[src/rtl/reg8088_pkg.sv]
// Shared 8088 register-file definitions: opcodes, register indices, sequencer
// state encoding and the 8-bit operand extraction helper.
package reg8088_pkg;

   localparam logic [1:0] OP_MOV  = 2'd0;
   localparam logic [1:0] OP_XCHG = 2'd1;
   localparam logic [1:0] OP_LDI  = 2'd2;
   localparam logic [1:0] OP_READ = 2'd3;

   localparam logic [2:0] REG_AX = 3'd0;
   localparam logic [2:0] REG_BX = 3'd1;
   localparam logic [2:0] REG_CX = 3'd2;
   localparam logic [2:0] REG_DX = 3'd3;
   localparam logic [2:0] REG_SP = 3'd4;
   localparam logic [2:0] REG_BP = 3'd5;
   localparam logic [2:0] REG_SI = 3'd6;
   localparam logic [2:0] REG_DI = 3'd7;

   typedef enum logic [2:0] {
      S_IDLE = 3'd0,
      S_RD   = 3'd1,
      S_WR1  = 3'd2,
      S_WR2  = 3'd3,
      S_DONE = 3'd4
   } state_t;

   function automatic logic [7:0] byte_extract(input logic [15:0] v, input logic hi);
      return hi ? v[15:8] : v[7:0];
   endfunction

endpackage

[src/rtl/reg_xfer_ctrl_8088.sv]
// Register-transfer sequencer: runs MOV/XCHG/LDI/READ as fixed read/write
// micro-sequences on the 8088 register bank ports.
module reg_xfer_ctrl_8088
   import reg8088_pkg::*;
(
   input  logic        clk,
   input  logic        reset,
   input  logic        cmd_valid,
   output logic        cmd_ready,
   input  logic [1:0]  cmd_op,
   input  logic [2:0]  cmd_dst,
   input  logic [2:0]  cmd_src,
   input  logic        cmd_size,
   input  logic        cmd_dst_hi,
   input  logic        cmd_src_hi,
   input  logic [15:0] cmd_imm,
   output logic        rsp_done,
   output logic        rsp_err,
   output logic [15:0] rsp_data,
   output logic        rb_en_write,
   output logic [2:0]  rb_reg_write,
   output logic [15:0] rb_write_data,
   output logic        rb_size,
   output logic        rb_select_high_low,
   output logic [2:0]  rb_reg_read1,
   output logic [2:0]  rb_reg_read2,
   input  logic [15:0] rb_read_data1,
   input  logic [15:0] rb_read_data2
);

   state_t      state, state_nxt;
   logic [1:0]  op;
   logic [2:0]  dst, src;
   logic        size, dst_hi, src_hi, err;
   logic [15:0] imm, opa, opb;
   logic        accept, illegal;
   logic [15:0] src_val, dst_val;

   assign accept = cmd_valid && (state == S_IDLE);

   // Only AX..DX have byte halves; READ has no destination, LDI no source.
   assign illegal = !cmd_size &&
                    (((cmd_op != OP_READ) && cmd_dst[2]) ||
                     ((cmd_op != OP_LDI)  && cmd_src[2]));

   assign src_val = size ? opa : {8'h00, byte_extract(opa, src_hi)};
   assign dst_val = size ? opb : {8'h00, byte_extract(opb, dst_hi)};

   always_ff @(posedge clk or negedge reset) begin
      if (!reset) begin
         state  <= S_IDLE;
         op     <= OP_MOV;
         dst    <= '0;
         src    <= '0;
         size   <= 1'b0;
         dst_hi <= 1'b0;
         src_hi <= 1'b0;
         err    <= 1'b0;
         imm    <= '0;
         opa    <= '0;
         opb    <= '0;
      end else begin
         state <= state_nxt;
         if (accept) begin
            op     <= cmd_op;
            dst    <= cmd_dst;
            src    <= cmd_src;
            size   <= cmd_size;
            dst_hi <= cmd_dst_hi;
            src_hi <= cmd_src_hi;
            imm    <= cmd_imm;
            err    <= illegal;
         end
         if (state == S_RD) begin
            opa <= rb_read_data1;
            opb <= rb_read_data2;
         end
      end
   end

   always_comb begin
      state_nxt = state;
      case (state)
         S_IDLE: if (accept) begin
            if (illegal)             state_nxt = S_DONE;
            else if (cmd_op == OP_LDI) state_nxt = S_WR1;
            else                     state_nxt = S_RD;
         end
         S_RD:   state_nxt = (op == OP_READ) ? S_DONE : S_WR1;
         S_WR1:  state_nxt = (op == OP_XCHG) ? S_WR2 : S_DONE;
         S_WR2:  state_nxt = S_DONE;
         S_DONE: state_nxt = S_IDLE;
         default: state_nxt = S_IDLE;
      endcase
   end

   always_comb begin
      cmd_ready          = 1'b0;
      rsp_done           = 1'b0;
      rsp_err            = 1'b0;
      rsp_data           = '0;
      rb_en_write        = 1'b0;
      rb_reg_write       = '0;
      rb_write_data      = '0;
      rb_size            = 1'b0;
      rb_select_high_low = 1'b0;
      rb_reg_read1       = '0;
      rb_reg_read2       = '0;
      case (state)
         S_IDLE: cmd_ready = 1'b1;
         S_RD: begin
            rb_reg_read1 = src;
            rb_reg_read2 = dst;
         end
         S_WR1: begin
            rb_en_write        = 1'b1;
            rb_reg_write       = dst;
            rb_size            = size;
            rb_select_high_low = dst_hi;
            if (op == OP_LDI) rb_write_data = size ? imm : {8'h00, imm[7:0]};
            else              rb_write_data = src_val;
         end
         // Writes back the copy of dst taken in RD, so src==dst swaps correctly.
         S_WR2: begin
            rb_en_write        = 1'b1;
            rb_reg_write       = src;
            rb_size            = size;
            rb_select_high_low = src_hi;
            rb_write_data      = dst_val;
         end
         S_DONE: begin
            rsp_done = 1'b1;
            rsp_err  = err;
            if ((op == OP_READ) && !err) rsp_data = src_val;
         end
         default: ;
      endcase
   end

endmodule

[config.mk]
export PLATFORM = sky130hd
export DESIGN_NAME = reg_xfer_ctrl_8088
export DESIGN_NICKNAME = d
export VERILOG_FILES = /design/src/rtl/reg8088_pkg.sv /design/src/rtl/reg_xfer_ctrl_8088.sv
export SDC_FILE = /design/constraint.sdc
export NUM_CORES = 1
export LEC_CHECK = 0
export ABC_CLOCK_PERIOD_IN_PS = 2540
export CAP_MARGIN = 20
export CORE_MARGIN = 2
export CORE_UTILIZATION = 46
export DETAILED_ROUTE_END_ITERATION = 8
export PLACE_DENSITY = 0.9
export REMOVE_ABC_BUFFERS = 1
export SLEW_MARGIN = 20
export SYNTH_ARGS = -nofsm -noshare
export SYNTH_HDL_FRONTEND = slang
export SYNTH_SLANG_ARGS = --single-unit
export TNS_END_PERCENT = 50
[constraint.sdc]
create_clock -name clk -period 2.54 [get_ports clk]
set_clock_uncertainty 0.15 [all_clocks]
set_input_delay 0.254 -clock clk [delete_from_list [all_inputs] [get_ports clk]]
set_output_delay 0.254 -clock clk [all_outputs]
set_load 0.005 [all_outputs]
* Word level (Yosys, flattened, before mapping)
Cells that the tools add are included.
** Storage, ports and cells
- Output and inout bits :: 47
- Bits in registers :: 63
- Word-level logic and storage cells :: 56
** Cells by class
- Equal/unequal tests :: 11
- Reduce and logical (&&, ||, !) cells :: 10
- Mux-type cells :: 24
** Operator list (number)
- $mux W16 :: 6
- $pmux W16 S2 :: 1
- $mux W3 :: 6
- $mux W8 :: 2
- $pmux W3 S4 :: 1
- $eq A2 B2 Y1 const B :: 3
- $eq A3 B2 Y1 const B :: 2
- $ne A2 B2 Y1 const B :: 3
- $pmux W3 S2 :: 1
- $logic_and A1 B1 Y1 :: 5
- $mux W1 :: 5
- $eq A3 B1 Y1 const B :: 1
- $eq A3 B3 Y1 const B :: 1
- $logic_not A3 Y1 :: 1
- $eq A2 B1 Y1 const B :: 1
- $logic_not A1 Y1 :: 2
- $mux W2 :: 1
- $pmux W1 S2 :: 1
- $reduce_or A2 Y1 :: 1
- $logic_or A1 B1 Y1 :: 1

* Logic depth before layout (Yosys ltp)
- Depth after elaboration :: 7
- Mapped depth :: 5
- Gate-level depth less buffers :: 4

* Worst setup path after synthesis
No wires, ideal clock.
- Path kind :: reg-to-output
- Start :: reg state[1]
- End :: out rsp_data[0]
- Data required time :: 2.136 ns
- Data arrival time :: 1.515 ns
- Slack :: 0.621 ns
- Stages on the path, launching flop included :: 6
- Cell sequence :: dfrtp_1 -> buf_2 -> or3b_1 -> or3_1 -> buf_2 -> nor2_1
** On the way
- Longest elaborated chain between the ends :: 2
** Ends and longest elaborated chain
- start, declared :: RTL line reg_xfer_ctrl_8088.sv:31 : state_t state, state_nxt;
- start signal, assigned :: RTL line reg_xfer_ctrl_8088.sv:63 : state <= state_nxt;
- $eq A3 B3 Y1 :: RTL line reg_xfer_ctrl_8088.sv:109 : case (state)
- $mux W16 :: RTL line reg_xfer_ctrl_8088.sv:109
- end, declared :: RTL line reg_xfer_ctrl_8088.sv:19 : output logic [15:0] rsp_data,
Every way passes these cells.

* Worst setup path after layout
- Start :: reg state[1]
- End :: out rsp_data[3]
Same word-level chain as after synthesis.

==> impl_summary.md <==
Run status
The run finished with clean final reports.

Yosys
In the synthesized netlist the async set-or-reset flop fraction comes to between 90% and 100%. Counting every instance in the synthesized netlist gives 279. The count of synthesis-stage warnings from yosys is 0. Counting distinct cell types in the post-synthesis netlist gives 31. The part of the Yosys area used for sequential elements is between 40% and 50%.

The mean instance size in the synthesized netlist is between 10 and 15 sq um. The prevailing post-synth register cell is sky130_fd_sc_hd__dfrtp_1. After synthesis the cells add up to around 3200 sq um. The number of enable-type register cells in the synthesized netlist is 0.

The flip-flop and latch count after synthesis is 63.

Die
about 110 I/O pins were placed. The floorplan die height is between 80 and 90 microns. The initial cell density of the core is a little under half.

In this run the core area contains 30 standard-cell rows. The core outline area is roughly 6800 sq um. The chip width is around 88 microns. The overall die area is ~7700 sq um.

Placed design
Once detailed placement completed, the half-perimeter wirelength came to ~6500 microns. The last weighted congestion value of the routability-driven placer is between 0.8 and 0.9. Once placement completed, the tool counted placed cells totaling 482.

The number of input and output port buffers inserted is around 110. The placed cell area is about 4500 sq um.

Critical path
STA classifies the critical path startpoint as a register. The worst-path maximum fanout is 5. Grouping stages by cell kind, the critical path spends the most delay in simple AND/OR/NAND/NOR gates. On the worst path, the slowest cell contributes a delay of 500 ps. The worst register-to-register path has a depth of 6. The capture point of the worst reg-to-reg path is opa[7].

The kind of end point of the critical path is an output pin. Among all stages on the critical path, the largest delay is contributed by sky130_fd_sc_hd__clkdlybuf4s50_1. The number of buffer and inverter stages on the critical path is 1. In this run the critical register-to-register path is launched from state[0]. The worst setup path is of the reg -> out kind.

The arrival time of the worst setup path is approximately 2100 ps. Data on the critical path is required at its endpoint by approximately 2100 ps. Tracing the worst setup path back leads to its startpoint at state[1]. The signal on the critical path passes through or3b_4 -> or3_4 -> nor2_1 -> clkdlybuf4s50_1. In this run the number of cells on the critical path is 4. The worst register-to-register path has a setup slack of 650 ps.

Final layout
The signed area change from the synthesized netlist to the final layout is 50.9%. The final standard cell utilization of the core is 71.9%. The count of cells in the finished layout, fillers not included, comes to between 500 and 600. The post-route netlist has 28.9% of its cells at a drive strength greater than 1. The total non-filler cell area in the finished layout is about 4900 sq um. For this run, the post-layout net count is 469. The repair_antennas step left the layout with diodes totalling 0.

Timing
Setup violations remaining at the end of the flow were counted as 0. The number of pins with negative max-slew slack in the final report is 0. The tightest hold path in the finished design has a slack of between 300 and 400 ps. Setup repair after global routing could not meet its margin everywhere.

The relative max-transition margin is between 50% and 60%. The hold violation total from the final report came to 0. The peak clock frequency supported by timing is 395 MHz. The smallest clock period supported by the final layout is computed as around 2500 ps. The pin slew with the least headroom to its limit is 710 ps.

In the finished design, the share of the clock period the worst path needs comes to ~100%.

Drt
The routed wire length on met3 is 679 microns. Routed signal wires occupy layers up through met4. In the final routed layout, each cell accounts on average for around 18 microns. The number of vias per cell is between 5 and 6. Summed over all layers, the routed wires come to 8950 microns. For this block, wires on met1 add up to 3770 microns. The number of violations reported at the end of detailed-routing iteration 0 is between 100 and 150. The number of design rule violations left after detail routing is 0. The detailed-routed wire length on met2 is approximately 4400 microns. Summing over every cut layer, the via total after detailed routing is 2691.

The count of TritonRoute iterations in the first routing pass is 4. The remaining antenna violation count after routing is 0.

Clock tree
The clock-pin slew on the worst setup and hold paths is ~70 ps. The buffer depth of the longest clock path is 2. The clock root buffer master is sky130_fd_sc_hd__clkbuf_8. The TritonCTS clock tree is built. The tree built by TritonCTS fans out to 63 sinks. The H-tree level count is 3. For the worst-skew pair, the clock arrives at the later sink with an insertion delay of around 330 ps. Clock tree synthesis inserted a total of 9 buffers.

Global routing
Summed over all layers, the global routing overflow is 0. The initial antenna violation count came to 0. Entering global routing, the biggest net connects 35 pins. The global-route wire length before repair is roughly 14000 microns. In the global route stage, overall resource usage came out at 24.0%. The via count of the first global-routing pass is between 2000 and 3000.

Power
For this design the ratio of total power to cell area is 1100 nW/um^2. The maximum VDD drop is 0.622 mV. Summed over all cells, the static leakage comes to between 2 and 2.5 nW.

Min path
The hold path startpoint is imm[12]. The class of the most critical hold timing path is reg -> reg. The path with the worst hold slack has its endpoint at imm[12].

Counting instances, the worst hold path has a depth of 1.

Run
Across the run, the number of max-cap violations was 0.
through the flow:
| stage | power, mW | setup slack [ps] | setup TNS [ps] |
|---|---|---|---|
| 6_report | 5.37 | 9.85 | 0 |
| 5_1_grt | 5.71 | -76.1 | -225 |
| 4_1_cts | 5.26 | -8.80 | -8.80 |
| 3_5_place_dp | 4.34 | 125 | 0 |
| 3_3_place_gp | 4.23 | 127 | 0 |
| 2_1_floorplan | 3.30 | -1310 | -63340 |
repair_timing:
| action | in CTS | in global routing |
|---|---|---|
| endpoints found under the setup margin | 38 | 28 |
| setup buffers | 2 | 7 |
| endpoints found under the hold margin | 29 | 0 |
| gates resized for setup | 28 | 23 |
| pin swaps | 8 | 1 |
| hold buffers | 1 | 0 |
cell usage after synthesis, types with 4 or more instances:
master / n / share of area [%]
sky130_fd_sc_hd__clkbuf_1: 6 / 0.70
sky130_fd_sc_hd__o32ai_1: 8 / 2.2
sky130_fd_sc_hd__dfrtp_1: 63 / 49
sky130_fd_sc_hd__buf_2: 11 / 1.7
sky130_fd_sc_hd__and3b_1: 8 / 2.2
sky130_fd_sc_hd__nand2b_1: 5 / 0.97
sky130_fd_sc_hd__nor2_1: 21 / 2.4
sky130_fd_sc_hd__and2_1: 8 / 1.5
sky130_fd_sc_hd__mux2_2: 58 / 20
sky130_fd_sc_hd__a21oi_1: 10 / 1.5
sky130_fd_sc_hd__and3_1: 8 / 1.5
sky130_fd_sc_hd__nand2_1: 11 / 1.3
sky130_fd_sc_hd__o21ai_0: 9 / 1.4
sky130_fd_sc_hd__a211oi_1: 9 / 2.1
sky130_fd_sc_hd__mux2i_1: 21 / 6.5
sky130_fd_sc_hd__inv_1: 4 / 0.46
sequential cells by signal (all words and copies together) (netlist names):
signal	flops
err	1
size	1
state	3
src	3
dst	3
op	2
opa	16
src_hi	1
dst_hi	1
opb	16
imm	16
kinds of logic (layout without fill, tap and decap cells):
family / Yosys count / count (layout) / synth area share (%)
buffers and inverters: 23 / 156 / 3.09
AOI/OAI and AO/OA: 40 / 40 / 8.12
muxes: 81 / 81 / 27.4
and+or+nand+nor: 72 / 72 / 12.7
DFF: 63 / 63 / 48.7
placed cells by master, fill, tap and decap left out, types with 3 or more instances in the layout:
master                            instances
sky130_fd_sc_hd__dlygate4sd2_1           10
sky130_fd_sc_hd__nor2_2                   3
sky130_fd_sc_hd__and3_1                   8
sky130_fd_sc_hd__dfrtp_1                 61
sky130_fd_sc_hd__and3b_1                  8
sky130_fd_sc_hd__mux2i_1                 21
sky130_fd_sc_hd__nand2b_1                 3
sky130_fd_sc_hd__mux2_2                  58
sky130_fd_sc_hd__clkdlybuf4s50_1         88
sky130_fd_sc_hd__nor2_1                  18
sky130_fd_sc_hd__clkinv_2                 3
sky130_fd_sc_hd__clkbuf_8                10
sky130_fd_sc_hd__a21oi_1                 10
sky130_fd_sc_hd__buf_6                    3
sky130_fd_sc_hd__and2_1                   8
sky130_fd_sc_hd__nand2_1                  9
sky130_fd_sc_hd__o32ai_1                  8
sky130_fd_sc_hd__buf_4                   22
sky130_fd_sc_hd__dlymetal6s2s_1           9
sky130_fd_sc_hd__a211oi_1                 9
sky130_fd_sc_hd__o21ai_1                  7
how the worst max path moves through the flow:
| stage | slack (ps) | to |
|---|---|---|
| floorplan | -1310 | opa[0] |
| global placement | 130 | rsp_data[7] |
| detailed placement | 130 | rsp_data[7] |
| CTS | -9 | rb_reg_read2[1] |
| global route | -80 | rsp_data[10] |
| finish | 10 | rsp_data[3] |
routing by layer:
| layer | GRT usage (%) | vias to the layer above |
|---|---|---|
| li1 | - | 1266 |
| met5 | 0 | - |
| met1 | 29.8 | 1300 |
| met2 | 41.1 | 111 |
| met4 | 8.67 | 0 |
| met3 | 5.18 | 14 |
final cells by class:
type / count / area (sq um)
sequential: 63 / 1580
timing repair buffer: 136 / 1340
inverter: 4 / 18.8
multi-input combinational: 193 / 1640
clock inverter: 4 / 45.0
fill: 482 / 1910
clock buffer: 12 / 145
tap: 96 / 120
power breakdown:
part | leakage (nW) | internal (mW) | switching, mW
combinational | 1.42 | 1.48 | 1.11
sequential | 0.745 | 1.52 | 0.407
clock | 0.100 | 0.476 | 0.367
total | 2.27 | 3.48 | 1.88
(Power assumes the default switching activity.)
